--- src/rtl/dm_cache_ctrl_if.sv ---
// rtl/dm_cache_ctrl_if.sv - shared types and CPU/tag/data/memory port bundle for the cache controller
package dm_cache_pkg;
    localparam int ADDR_W = 32;
    localparam int BLK_W  = 128;
    localparam int WORD_W = 32;
    localparam int TAG_W  = ADDR_W - 7;

    typedef struct packed {
        logic [2:0] index;
        logic       we;
    } cache_req_type;

    typedef struct packed {
        logic             valid;
        logic             dirty;
        logic [TAG_W-1:0] tag;
    } cache_tag_type;
endpackage

interface dm_cache_ctrl_if;
    import dm_cache_pkg::*;

    logic                cpu_valid;
    logic                cpu_rw;
    logic [ADDR_W-1:0]   cpu_addr;
    logic [WORD_W-1:0]   cpu_wdata;
    logic [WORD_W-1:0]   cpu_rdata;
    logic                cpu_ready;

    cache_req_type       tag_req;
    cache_tag_type       tag_write;
    cache_tag_type       tag_read;

    logic [2:0]          data_idx;
    logic                data_we;
    logic [BLK_W-1:0]    data_write;
    logic [BLK_W-1:0]    data_read;

    logic                mem_valid;
    logic                mem_rw;
    logic [ADDR_W-1:0]   mem_addr;
    logic [BLK_W-1:0]    mem_wdata;
    logic [BLK_W-1:0]    mem_rdata;
    logic                mem_ready;

    // Controller side
    modport master (
        input  cpu_valid, cpu_rw, cpu_addr, cpu_wdata,
        output cpu_rdata, cpu_ready,
        output tag_req, tag_write,
        input  tag_read,
        output data_idx, data_we, data_write,
        input  data_read,
        output mem_valid, mem_rw, mem_addr, mem_wdata,
        input  mem_rdata, mem_ready
    );

    // CPU, tag/data memories and memory bus side
    modport slave (
        output cpu_valid, cpu_rw, cpu_addr, cpu_wdata,
        input  cpu_rdata, cpu_ready,
        input  tag_req, tag_write,
        output tag_read,
        input  data_idx, data_we, data_write,
        output data_read,
        input  mem_valid, mem_rw, mem_addr, mem_wdata,
        output mem_rdata, mem_ready
    );
endinterface

--- src/rtl/dm_cache_ctrl.sv ---
// rtl/dm_cache_ctrl.sv - 8-block direct-mapped cache controller FSM (hit check, write-back, allocate)
module dm_cache_ctrl #(
    parameter int ADDR_W = dm_cache_pkg::ADDR_W,
    parameter int BLK_W  = dm_cache_pkg::BLK_W,
    parameter int WORD_W = dm_cache_pkg::WORD_W
) (
    input  logic            clk,
    input  logic            rst_n,
    dm_cache_ctrl_if.master bus
);
    localparam int TAG_W = ADDR_W - 7;
    localparam int WSH   = $clog2(WORD_W);

    typedef enum logic [1:0] {IDLE, COMPARE, WRITE_BACK, ALLOCATE} state_t;

    state_t              state;
    logic                req_rw;
    logic [ADDR_W-1:2]   req_addr;
    logic [WORD_W-1:0]   req_wdata;
    logic [ADDR_W-1:0]   victim_addr;
    logic [BLK_W-1:0]    victim_data;

    logic [TAG_W-1:0]    req_tag;
    logic [2:0]          req_index;
    logic [1:0]          req_word;
    logic [WSH+1:0]      word_lsb;
    logic                hit;
    logic                victim_dirty;
    logic                unused_addr_bits;

    // Byte offset bits never influence a word access
    assign unused_addr_bits = ^bus.cpu_addr[1:0];

    assign req_tag      = req_addr[ADDR_W-1:7];
    assign req_index    = req_addr[6:4];
    assign req_word     = req_addr[3:2];
    assign word_lsb     = {req_word, {WSH{1'b0}}};
    assign hit          = bus.tag_read.valid && (bus.tag_read.tag == req_tag);
    assign victim_dirty = bus.tag_read.valid && bus.tag_read.dirty;

    // State register plus latched request and captured victim
    always_ff @(posedge clk or negedge rst_n) begin
        if (!rst_n) begin
            state       <= IDLE;
            req_rw      <= 1'b0;
            req_addr    <= '0;
            req_wdata   <= '0;
            victim_addr <= '0;
            victim_data <= '0;
        end else begin
            case (state)
                IDLE: begin
                    if (bus.cpu_valid) begin
                        req_rw    <= bus.cpu_rw;
                        req_addr  <= bus.cpu_addr[ADDR_W-1:2];
                        req_wdata <= bus.cpu_wdata;
                        state     <= COMPARE;
                    end
                end
                COMPARE: begin
                    if (hit) begin
                        state <= IDLE;
                    end else if (victim_dirty) begin
                        victim_addr <= {bus.tag_read.tag, req_index, 4'b0000};
                        victim_data <= bus.data_read;
                        state       <= WRITE_BACK;
                    end else begin
                        state <= ALLOCATE;
                    end
                end
                WRITE_BACK: begin
                    if (bus.mem_ready) begin
                        state <= ALLOCATE;
                    end
                end
                ALLOCATE: begin
                    if (bus.mem_ready) begin
                        state <= COMPARE;
                    end
                end
                default: state <= IDLE;
            endcase
        end
    end

    // Outputs decoded from state; memory writes happen in the cycle the tag check or fill resolves
    always_comb begin
        bus.cpu_ready     = 1'b0;
        bus.cpu_rdata     = '0;
        bus.tag_req.index = req_index;
        bus.tag_req.we    = 1'b0;
        bus.tag_write     = '0;
        bus.data_idx      = req_index;
        bus.data_we       = 1'b0;
        bus.data_write    = '0;
        bus.mem_valid     = 1'b0;
        bus.mem_rw        = 1'b0;
        bus.mem_addr      = '0;
        bus.mem_wdata     = '0;
        case (state)
            COMPARE: begin
                if (hit) begin
                    bus.cpu_ready = 1'b1;
                    if (req_rw) begin
                        bus.data_we                        = 1'b1;
                        bus.data_write                     = bus.data_read;
                        bus.data_write[word_lsb +: WORD_W] = req_wdata;
                        bus.tag_req.we                     = 1'b1;
                        bus.tag_write                      = {1'b1, 1'b1, req_tag};
                    end else begin
                        bus.cpu_rdata = bus.data_read[word_lsb +: WORD_W];
                    end
                end
            end
            WRITE_BACK: begin
                bus.mem_valid = 1'b1;
                bus.mem_rw    = 1'b1;
                bus.mem_addr  = victim_addr;
                bus.mem_wdata = victim_data;
            end
            ALLOCATE: begin
                bus.mem_valid = 1'b1;
                bus.mem_addr  = {req_addr[ADDR_W-1:4], 4'b0000};
                if (bus.mem_ready) begin
                    bus.data_we    = 1'b1;
                    bus.data_write = bus.mem_rdata;
                    bus.tag_req.we = 1'b1;
                    bus.tag_write  = {1'b1, 1'b0, req_tag};
                end
            end
            default: ;
        endcase
    end
endmodule
--- src/flat_wrapper.sv ---
// flat-port wrapper written by rule: the top's interface ports become plain ports
module dm_cache_ctrl_flat 
#(
    parameter int ADDR_W = dm_cache_pkg::ADDR_W,
    parameter int BLK_W  = dm_cache_pkg::BLK_W,
    parameter int WORD_W = dm_cache_pkg::WORD_W
)
  (clk, rst_n, bus_cpu_valid, bus_cpu_rw, bus_cpu_addr, bus_cpu_wdata, bus_cpu_rdata, bus_cpu_ready, bus_tag_req, bus_tag_write, bus_tag_read, bus_data_idx, bus_data_we, bus_data_write, bus_data_read, bus_mem_valid, bus_mem_rw, bus_mem_addr, bus_mem_wdata, bus_mem_rdata, bus_mem_ready);
  dm_cache_ctrl_if bus_i ();
  input  logic clk;
  input  logic rst_n;
  input wire logic [$bits(bus_i.cpu_valid)-1:0] bus_cpu_valid;
  input wire logic [$bits(bus_i.cpu_rw)-1:0] bus_cpu_rw;
  input wire logic [$bits(bus_i.cpu_addr)-1:0] bus_cpu_addr;
  input wire logic [$bits(bus_i.cpu_wdata)-1:0] bus_cpu_wdata;
  output wire logic [$bits(bus_i.cpu_rdata)-1:0] bus_cpu_rdata;
  output wire logic [$bits(bus_i.cpu_ready)-1:0] bus_cpu_ready;
  output wire logic [$bits(bus_i.tag_req)-1:0] bus_tag_req;
  output wire logic [$bits(bus_i.tag_write)-1:0] bus_tag_write;
  input wire logic [$bits(bus_i.tag_read)-1:0] bus_tag_read;
  output wire logic [$bits(bus_i.data_idx)-1:0] bus_data_idx;
  output wire logic [$bits(bus_i.data_we)-1:0] bus_data_we;
  output wire logic [$bits(bus_i.data_write)-1:0] bus_data_write;
  input wire logic [$bits(bus_i.data_read)-1:0] bus_data_read;
  output wire logic [$bits(bus_i.mem_valid)-1:0] bus_mem_valid;
  output wire logic [$bits(bus_i.mem_rw)-1:0] bus_mem_rw;
  output wire logic [$bits(bus_i.mem_addr)-1:0] bus_mem_addr;
  output wire logic [$bits(bus_i.mem_wdata)-1:0] bus_mem_wdata;
  input wire logic [$bits(bus_i.mem_rdata)-1:0] bus_mem_rdata;
  input wire logic [$bits(bus_i.mem_ready)-1:0] bus_mem_ready;
  assign bus_i.cpu_valid = bus_cpu_valid;
  assign bus_i.cpu_rw = bus_cpu_rw;
  assign bus_i.cpu_addr = bus_cpu_addr;
  assign bus_i.cpu_wdata = bus_cpu_wdata;
  assign bus_cpu_rdata = bus_i.cpu_rdata;
  assign bus_cpu_ready = bus_i.cpu_ready;
  assign bus_tag_req = bus_i.tag_req;
  assign bus_tag_write = bus_i.tag_write;
  assign bus_i.tag_read = bus_tag_read;
  assign bus_data_idx = bus_i.data_idx;
  assign bus_data_we = bus_i.data_we;
  assign bus_data_write = bus_i.data_write;
  assign bus_i.data_read = bus_data_read;
  assign bus_mem_valid = bus_i.mem_valid;
  assign bus_mem_rw = bus_i.mem_rw;
  assign bus_mem_addr = bus_i.mem_addr;
  assign bus_mem_wdata = bus_i.mem_wdata;
  assign bus_i.mem_rdata = bus_mem_rdata;
  assign bus_i.mem_ready = bus_mem_ready;
  dm_cache_ctrl #(.ADDR_W(ADDR_W), .BLK_W(BLK_W), .WORD_W(WORD_W)) u_core (.clk(clk), .rst_n(rst_n), .bus(bus_i));
endmodule
--- config.mk ---
export PLATFORM = sky130hd
export DESIGN_NAME = dm_cache_ctrl_flat
export DESIGN_NICKNAME = d
export VERILOG_FILES = /design/src/rtl/dm_cache_ctrl_if.sv /design/src/rtl/dm_cache_ctrl.sv /design/src/flat_wrapper.sv
export SDC_FILE = /design/constraint.sdc
export NUM_CORES = 1
export LEC_CHECK = 0
export CORE_AREA = 4 4 276 278
export DETAILED_ROUTE_END_ITERATION = 16
export DIE_AREA = 0 0 280 282
export SLEW_MARGIN = 20
export SYNTH_ARGS = -nofsm -noshare
export SYNTH_HDL_FRONTEND = slang
export SYNTH_SLANG_ARGS = --single-unit
--- constraint.sdc ---
create_clock -name clk -period 3.1 [get_ports clk]
set_input_delay 0.62 -clock clk [delete_from_list [all_inputs] [get_ports clk]]
set_output_delay 0.62 -clock clk [all_outputs]
set_load 0.05 [all_outputs]
# Yosys cells after proc, flatten, opt, wreduce, memory -nomap -nowiden

Cells that the tools add are included.

Flip-flop bits (word level): 221
Bits of input ports: 352

Shifts and indexed selects: 3
Equality and inequality tests: 7
$add $sub $neg: 1
Multiplexer cells: 28
Bitwise gates (word level): 1
Reduce and logical (&&, ||, !) cells: 7

Operators with widths:

| cell                       | number |
|---|---|
| $mux W128                  | 4 |
| $pmux W128 S2              | 1 |
| $bwmux W128                | 1 |
| $shift A32 B9 Y128 const A | 1 |
| $shiftx A128 B8 Y32        | 1 |
| $shiftx A32 B9 Y128        | 1 |
| $mux W32                   | 3 |
| $mux W27                   | 3 |
| $pmux W32 S2               | 1 |
| $pmux W27 S2               | 1 |
| $eq A25 B25 Y1             | 1 |
| $neg A7 Y9                 | 1 |
| $mux W1                    | 8 |
| $mux W2                    | 4 |
| $pmux W2 S4                | 1 |
| $ne A2 B2 Y1 const B       | 3 |
| $reduce_and A3 Y1          | 2 |
| $eq A2 B2 Y1 const B       | 2 |
| $eq A2 B1 Y1 const B       | 1 |
| $logic_and A1 B1 Y1        | 2 |
| $logic_not A2 Y1           | 1 |
| $pmux W1 S2                | 1 |
| $reduce_and A2 Y1          | 1 |
| $reduce_or A2 Y1           | 1 |
| $not A1 Y1                 | 1 |

# Logic depth before layout (Yosys ltp)

Gate-level depths: netlist of the first run.

Depth after elaboration: 6
Depth in mapped cells: 10
Gate-level depth less buffers: 7

# Least setup slack after synthesis of the first run

No wires, ideal clock.

Path kind: reg2out
Start: register u_core.req_addr[2] (netlist bit)
End: output bus_data_write[66]
Slack: -1.027 ns
Arrival: 3.507 ns
Stages on the path, launching flop included: 11
Data required time: 2.480 ns
Cells stage by stage: dfrtp_1 -> buf_2 -> buf_1 -> inv_1 -> ha_1 -> nor2b_1 -> and3_1 -> clkbuf_1 -> clkbuf_1 -> a21oi_1 -> o21ai_0

Cells in the longest elaborated chain, start to end: 6
Elaborated cells on any way between the ends: 7

RTL lines:

| item                                                             | line                 | RTL |
|---|---|---|
| from (decl)                                                      | dm_cache_ctrl.sv:18  | `logic [ADDR_W-1:2] req_addr;` |
| from (signal assigned)                                           | dm_cache_ctrl.sv:55  | `req_addr <= bus.cpu_addr[ADDR_W-1:2];` |
| $neg A7 Y9 *                                                     | dm_cache_ctrl.sv:107 | `bus.data_write[word_lsb +: WORD_W] = req_wdata;` |
| $shiftx A32 B9 Y128 / $shift A32 B9 Y128 (equally long branches) | dm_cache_ctrl.sv:107 |  |
| $bwmux W128 *                                                    | dm_cache_ctrl.sv:107 |  |
| $mux W128 *                                                      | dm_cache_ctrl.sv:104 | `if (req_rw) begin` |
| $mux W128 *                                                      | dm_cache_ctrl.sv:102 | `if (hit) begin` |
| $pmux W128 S2 *                                                  | dm_cache_ctrl.sv:100 | `case (state)` |
| to (decl)                                                        | flat_wrapper.sv:23   | `output wire logic [$bits(bus_i.data_write)-1:0] bus_data_write;` |

Every way passes the cells marked *; elsewhere a longest branch is shown, timed or not.

# Worst setup path in the final report of the first run

Start: input bus_tag_read[16]
End: output bus_data_write[70]

Cells in the longest elaborated chain, start to end: 4

RTL lines:

| item                | line                 | RTL |
|---|---|---|
| from (decl)         | flat_wrapper.sv:20   | `input wire logic [$bits(bus_i.tag_read)-1:0] bus_tag_read;` |
| $eq A25 B25 Y1      | dm_cache_ctrl.sv:38  | `assign hit = bus.tag_read.valid && (bus.tag_read.tag == req_tag);` |
| $logic_and A1 B1 Y1 | dm_cache_ctrl.sv:38  |  |
| $mux W128           | dm_cache_ctrl.sv:102 |  |
| $pmux W128 S2       | dm_cache_ctrl.sv:100 |  |

Every way passes these cells.

==> results of run 1 <==
## cell usage in the layout (no fill, tap or decap), types with 115 or more instances in the layout
cell / Yosys / routed
clkdlybuf4s50_1: 0 / 345
nor2b_1: 161 / 128
o21ai_4: 0 / 128
nand2_1: 139 / 137
and2_1: 129 / 127
buf_12: 0 / 327
a21oi_1: 129 / 115
mux2_4: 136 / 136
buf_4: 12 / 155
dfrtp_1: 221 / 215
## cells in the mapped netlist
cell      count  area, um^2
a21oi_1     129         646
mux2_4      136        2040
nand3_1       1        5.00
ha_1          9         113
clkbuf_1     85         319
nand4b_2      1        15.0
inv_1         8        30.0
o31ai_1       2        15.0
nor2_1        9        33.8
a21boi_0      7        52.6
mux2_2       79         890
and3_1        4        25.0
conb_1        1        3.75
o22ai_1       1        6.26
nor4bb_1      1        10.0
a21boi_1     18         135
xnor2_1      21         184
buf_1         5        18.8
dfrtp_1     221        5530
mux4_2       32         721
xor2_1        4        35.0
o21ai_0     127         636
and2_1      129         807
mux2_1        4        45.0
buf_4        12        90.1
buf_6        16         180
o21ai_1       1        5.00
nand4_1       9        56.3
nor2b_1     161        1010
nor4_2        3        37.5
nand2_1     139         522
buf_2         9        45.0
a22o_1       28         245
a31oi_1       2        12.5
a311oi_2      1        15.0
## power groups by stage
| stage | registers, mW | clock network [mW] | logic, mW |
|---|---|---|---|
| after CTS | 5.63 | 3.75 | 15.2 |
| after global placement | 5.56 | 0 | 14.2 |
| after global routing | 5.85 | 3.87 | 15.9 |
| after detailed placement | 5.62 | 0 | 14.3 |
| after floorplan | 5.12 | 0 | 8.33 |
| final | 5.69 | 3.65 | 15.2 |
## flip-flops by register name, indices dropped and copies added (netlist names)
| register | flops |
|---|---|
| u_core.req_rw | 1 |
| u_core.req_addr | 30 |
| u_core.victim_data | 128 |
| u_core.req_wdata | 32 |
| u_core.state | 2 |
| u_core.victim_addr | 28 |
## path summary, 6_finish.rpt
kind,from,end,slack (ns)
setup reg to reg,u_core.req_addr[10]$_DFFE_PN0P_,u_core.victim_data[80]$_DFFE_PN0P_,0.49
min in group asynchronous,rst_n,u_core.req_addr[4]$_DFFE_PN0P_,0.57
hold / removal,bus_tag_read[6],u_core.victim_addr[13]$_DFFE_PN0P_,0.34
max in group asynchronous,rst_n,u_core.req_wdata[5]$_DFFE_PN0P_,1.55
setup / recovery,bus_tag_read[16],bus_data_write[70],-0.44
hold reg to reg,u_core.victim_data[126]$_DFFE_PN0P_,u_core.victim_data[126]$_DFFE_PN0P_,0.49
## routing by layer
metal / track usage / share of wire / routed length (um)
met5: 0 / 0.00014 / 12
met4: 0.0697 / 0.037 / 3130
met3: 0.0592 / 0.076 / 6480
met2: 0.347 / 0.48 / 40900
met1: 0.247 / 0.41 / 34400
## repair_timing
action	in CTS	in global routing
gates resized for setup	271	25
cloned	14	1
pin swaps	88	21
endpoints found under the hold margin	51	0
hold buffers	1	0
endpoints found under the setup margin	293	197
setup buffers	23	11
## final cells by class
cell class | count | area, um^2 | share of cell area
sequential | 221 | 5540 | 0.181
multi-input combinational | 1062 | 10600 | 0.346
clock buffer | 40 | 817 | 0.0267
timing repair buffer | 891 | 12200 | 0.399
tap | 969 | 1210 | 0.0396
antenna | 6 | 15.0 | 0.000490
clock inverter | 13 | 195 | 0.00637
inverter | 8 | 32.5 | 0.00106
## per-stage QoR
| stage | total power, mW | hold WS (ns) | util | setup slack, ns | instances |
|---|---|---|---|---|---|
| after global placement | 19.8 | 0.463 | 0.374 | -0.596 | 3108 |
| after detailed placement | 19.9 | 0.467 | 0.374 | -0.634 | 3108 |
| after global routing | 25.6 | 0.309 | 0.414 | -0.545 | 3207 |
| after floorplan | 13.5 | 0.324 | - | -0.182 | 1418 |
| final | 24.6 | 0.340 | 0.415 | -0.441 | 3210 |
| after CTS | 24.6 | 0.375 | 0.412 | -0.425 | 3197 |
## logic make-up after synthesis
logic type,count (synthesis),synth area share
other,1,0.000258
XOR/XNOR,25,0.0151
multiplexers,251,0.254
AND/OR/NAND/NOR,457,0.173
adder cells (fa/ha/maj),9,0.00775
AO/OA/AOI/OAI,316,0.122
buffers and inverters,135,0.0470
flip-flops,221,0.381
## critical path: cells and delay by family
family | cells | cell delay [ns]
buffers and inverters | 7 | 1.40
and+or+nand+nor | 3 | 0.49
xor gates and xnor gates | 1 | 0.24
AOI/OAI and AO/OA | 1 | 0.16
==> results.env, run 1 <==
SWITCHINGPOWER_mW=10.7
ROUTED_WIRE_LENGTH_PER_INSTANCE_UM=26.5
GRT_REMAINING_OVERFLOW=0
FIRST_DRT_ITERATION_DRCS=794
WORST_SETUP_PATH_START_KIND='input port'
DESIGN_AREA_MM2=0.0307
WORST_EP_ARRIVAL_TIME_NS=2.92
FIRST_GLOBAL_VIAS=16352
FIN_TNS_SETUP_NS=-65.48
AREA.GROWTH.SYNTH_TO_FINAL_PCT=111
WORSTMARGINPINSLEW_NS=0.751
FMAX_MHz=282
TIMING.CRITICAL_PATH.FANOUT_MAX=7
SHARE_SEQ_OF_TOTAL_POWER=0.231
CTS_BUFFER_DEPTH=3
POWER.CLOCK.FRACTION=0.148
CELL_AREA_PLACED_MM2=0.0277
OUTCOME='complete, but fails checks'
FINALSETUPVIOLATIONS=190
IOPINCOUNT=710
HOLD_VIOL=0
GROUTE.USAGE.OVERALL=0.204
CTSROOTBUFFERMASTER='clkbuf_16'
CRITPATHMAXSTAGEDELAY_NS=0.47
CTS_TREE='done'
CELL_OCCURRING_MOST_OFTEN_ALONG_THE_WORST_TIMING_PATH='buf_12'
CLK_TRANSITION_REPORTED_PATHS_NS=0.06
PLACE.GP.CONGESTION=0.917
TIMING.CRITICAL_PATH.SLOWEST_STAGE_CELL='clkdlybuf4s50_1'
R2R.WORST_PATH.CELLS=9
POWER_REPORT.INTERNAL_TOTAL_mW=13.8
RSZ0062_AT_GRT='yes'
VIAS_PER_CELL=4.61
HPWL_MM=62.6
POST_SYNTH_INST_COUNT=1415
CORE_AREA_MM2=0.0739
POSTROUTEANTENNANETS=0
DRIVE_GT1_FRAC=0.476
REMAINING_DRC_ERRORS=0
WORST_SLEW_MARGIN_RELATIVE_TO_ITS_LIMIT=0.499
DESIGN.DIE.AREA_MM2=0.0790
FAILING_CHECKS='setup timing'
DETAIL_ROUTE.FIRST_PASS.ITERATIONS=5
REQUIRED_NS=2.48
YOSYS.CELL_TYPES.COUNT=35
H_TREE_DEPTH=1
MAX_CLOCK_SKEW_NS=0.0356
POSTSYNTHAREAPERCELL_UM2=10.3
INITIAL_UTILIZATION=0.197
VIA_COUNT=14802
COMBPWRFRAC=0.620
SYNTH.YOSYS.WARNINGS=0
PERIOD_MINUS_SLACK_NS=3.54
POST_ROUTE_WL_MM=84.9
BUFFER_PORTS.INSERTED=703
GRT_FIRST_PASS_WIRELENGTH_MM=118
YS_SEQ_AREA_FRAC=0.381
TIMING.FINAL.WS_SETUP_NS=-0.441
CRIT_CHAIN='clkdlybuf4s50_1 -> xnor2_2 -> nand4_1 -> nor4_2 -> buf_4 -> nand4b_4 -> buf_12 -> buf_12 -> buf_16 -> buf_12 -> o21ai_4 -> buf_12'
WORST_SKEW_PAIR_LATER_PIN_LATENCY_NS=0.61
GRT_ANTENNA_BEFORE_REPAIR=8
FINAL_MAX_SLEW_VIOL_COUNT=0
FINALNETCOUNT=2574
P_LEAK_nW=12.5
DIE_W_UM=280
NUMCTSBUFFERS=29
WORSTSETUPPATHTYPE='in -> out'
POWER.IR.VDD_WORST_V=0.000582
PLACEMENT_ROWS=100
POWER_DENSITY_mW_PER_MM2=802
MIN_PERIOD_OVER_PERIOD=1.14
CLASS_OF_THE_TIGHTEST_HOLD_OR_REMOVAL_CHECK='in -> reg'
WORSTSETUPENDPOINTTYPE='primary output'
NETSWITCHINGFRACTION=0.437
TIMING.MAX_CAP.VIOLATIONS=0
SYNTH-SEQ-CELLS=221
CLOCK_SINKS=221
SYNTHESIZED_CELL_AREA_MM2=0.0145
DIE_H_UM=282
HOLD_DEPTH=2
GRT_MAX_DEGREE=75
N_FILL_CELL=6832
Note: power is estimated with default switching activity, not from simulation.
==> inputs of run 2 (changes only) <==
- CTS_CLUSTER_DIAMETER: unset -> 50
==> run 2 against run 1 <==
Net effect: the flow still finishes with violations (setup timing); global-route usage rose by 0.35 points; flip-flop and latch count unchanged; non-clock buffer count is 3 higher; combinational power barely moved; sequential power hardly changed; fmax grew 2.7%; final area is 1.4% higher; total power is 3.7% higher; largest power group unchanged; highest routed layer unchanged.
==> results.env, run 2 (synthesis results as in run 1) <==
CORE_AREA_MM2=0.0739
CLASS_OF_THE_TIGHTEST_HOLD_OR_REMOVAL_CHECK='in -> async'
CLK_TRANSITION_REPORTED_PATHS_NS=0.06
FINAL_MAX_SLEW_VIOL_COUNT=0
TIMING.CRITICAL_PATH.FANOUT_MAX=8
MAX_CLOCK_SKEW_NS=0.0294
CELL_AREA_PLACED_MM2=0.0277
TIMING.MAX_CAP.VIOLATIONS=0
FIRST_GLOBAL_VIAS=16476
DPL.CELL_COUNT=3108
POWER_DENSITY_mW_PER_MM2=821
POWER.IR.VDD_WORST_V=0.000600
WORST_SKEW_PAIR_LATER_PIN_LATENCY_NS=0.55
GROUTE.USAGE.OVERALL=0.207
INITIAL_UTILIZATION=0.197
N_FILL_CELL=6806
LAYOUT.CORE_UTILIZATION=0.420
OUTCOME='complete, but fails checks'
CELL_OCCURRING_MOST_OFTEN_ALONG_THE_WORST_TIMING_PATH='buf_12'
AREA.GROWTH.SYNTH_TO_FINAL_PCT=114
TIMING.CRITICAL_PATH.SLOWEST_STAGE_CELL='dfrtp_1'
CP.BUFFERS_INVERTERS=5
FIN_HOLD_WS_NS=0.0332
GRT_FIRST_PASS_WIRELENGTH_MM=120
FIRST_DRT_ITERATION_DRCS=768
FMAX_MHz=290
IOPINCOUNT=710
DESIGN_AREA_MM2=0.0311
VIAS_PER_CELL=4.62
WORST_EP_ARRIVAL_TIME_NS=2.83
CRIT_CHAIN='xor2_1 -> nor4_2 -> bufbuf_16 -> nand4b_4 -> buf_12 -> buf_12 -> buf_8 -> o21ai_4 -> buf_12'
HPWL_MM=62.6
PLACEMENT_ROWS=100
NON_FILLER_CELLS_FINAL=3228
POST_ROUTE_WL_MM=86.2
H_TREE_DEPTH=2
DRIVE_GT1_FRAC=0.478
DIE_H_UM=282
R2R.WORST_PATH.CELLS=9
REQUIRED_NS=2.48
CRITPATHMAXSTAGEDELAY_NS=0.42
CRIT-REG2REG-CAPTURE='u_core.victim_data[78]$_DFFE_PN0P_'
VIA_COUNT=14909
DIE_W_UM=280
PLACE_WS_NS=-0.634
WORSTMARGINPINSLEW_NS=0.745
PLACE.GP.CONGESTION=0.917
LARGEST_REGISTER_FF_COUNT=128
WORST_SLEW_MARGIN_RELATIVE_TO_ITS_LIMIT=0.503
GRT_MAX_DEGREE=75
WORST-R2R-SETUP-SLACK_NS=0.56
GRT_ANTENNA_BEFORE_REPAIR=6
CRITICAL_PATH.TOP_DELAY_FAMILY='buffers and inverters'
HOLD_VIOL=0
MOST_FLOP_HEAVY_REGISTER='u_core.victim_data'
BUFFER_PORTS.INSERTED=703
CTS_TREE='done'
POSTROUTEANTENNANETS=0
CLOCK_SINKS=221
ROUTED_WIRE_LENGTH_PER_INSTANCE_UM=26.7
REMAINING_DRC_ERRORS=0
DESIGN.DIE.AREA_MM2=0.0790
WORSTSETUPPATHTYPE='reg -> out'
GRT_REMAINING_OVERFLOW=0
MIN_PERIOD_OVER_PERIOD=1.11
CRIT_PATH_START='u_core.req_addr[9]$_DFFE_PN0P_'
P_LEAK_nW=12.7
LAYOUT_TOP_REGISTERS='u_core.victim_data x128, u_core.req_wdata x32, u_core.req_addr x30'
FINALNETCOUNT=2587
DETAIL_ROUTE.FIRST_PASS.ITERATIONS=4
COMMONEST_CELLS_AFTER_ROUTING_FILL_AND_TAPS_ASIDE='338 x clkdlybuf4s50_1, 330 x buf_12, 218 x dfrtp_1'
WORSTSETUPENDPOINTTYPE='primary output'
FAILING_CHECKS='setup timing'
WORST_SETUP_PATH_START_KIND='register'
REG2REG_FROM='u_core.req_addr[10]$_DFFE_PN0P_'
COMMONEST_NON_FILL_NON_TAP_CELL_IN_THE_LAYOUT='clkdlybuf4s50_1'
CTSROOTBUFFERMASTER='clkbuf_16'
FINALSETUPVIOLATIONS=188
NUMCTSBUFFERS=39
PERIOD_MINUS_SLACK_NS=3.45
RSZ0062_AT_GRT='yes'
CTS_BUFFER_DEPTH=3
TIMING.FINAL.WS_SETUP_NS=-0.348
[run 2: worst max path at each step]
stage          cells after the start  slack (ns)                 end
2_1_floorplan                      6       -0.18   bus_tag_write[10]
6_report                           9       -0.35  bus_data_write[76]
5_1_grt                           11       -0.45  bus_data_write[44]
4_1_cts                           11       -0.35  bus_data_write[15]
3_5_place_dp                      11       -0.63  bus_data_write[64]
3_3_place_gp                      11       -0.60  bus_data_write[65]
[run 2: timing repair]
action / 4_1_cts / 5_1_grt
cloned: 17 / 2
endpoints found under the setup margin: 210 / 196
hold buffers: 0 / 0
pin swaps: 86 / 71
gates resized for setup: 254 / 36
setup buffers: 26 / 9
hold endpoints to repair: 0 / 0
[run 2: worst reg2reg max path: cells and delay by family (launching register included)]
family          cells  cell delay, ns
xor+xnor            1            0.24
flops               1            0.43
compound gates      1            0.37
buf+inv             5            0.95
simple gates        1            0.08
mux                 1            0.34
[run 2: stage by stage]
step                setup TNS, ns  power (mW)
floorplan                   -5.42        13.5
global placement          -100.81        19.8
detailed placement        -110.74        19.9
CTS                        -50.10        25.5
global route               -69.67        26.6
finish                     -48.47        25.5
[run 2: report_power, final]
| group | switching [mW] | total [mW] | internal, mW | leakage [nW] |
|---|---|---|---|---|
| sequential | 1.31 | 5.69 | 4.38 | 2.61 |
| combinational | 7.97 | 15.3 | 7.29 | 9.40 |
| clock | 1.66 | 4.56 | 2.90 | 0.653 |
[run 2: routing by layer]
metal / global-route usage / wire length, um
met5: 0 / 8
met4: 0.0690 / 2710
met3: 0.0598 / 6770
met2: 0.353 / 41800
met1: 0.253 / 34900
[run 2: layout make-up]
type	instances	area, um^2	share of cell area
tap	969	1210	0.0390
timing repair buffer	894	12300	0.397
clock buffer	49	1070	0.0346
antenna	4	10.0	0.000322
inverter	8	35.0	0.00113
sequential	221	5540	0.178
clock inverter	21	285	0.00918
multi-input combinational	1062	10600	0.340
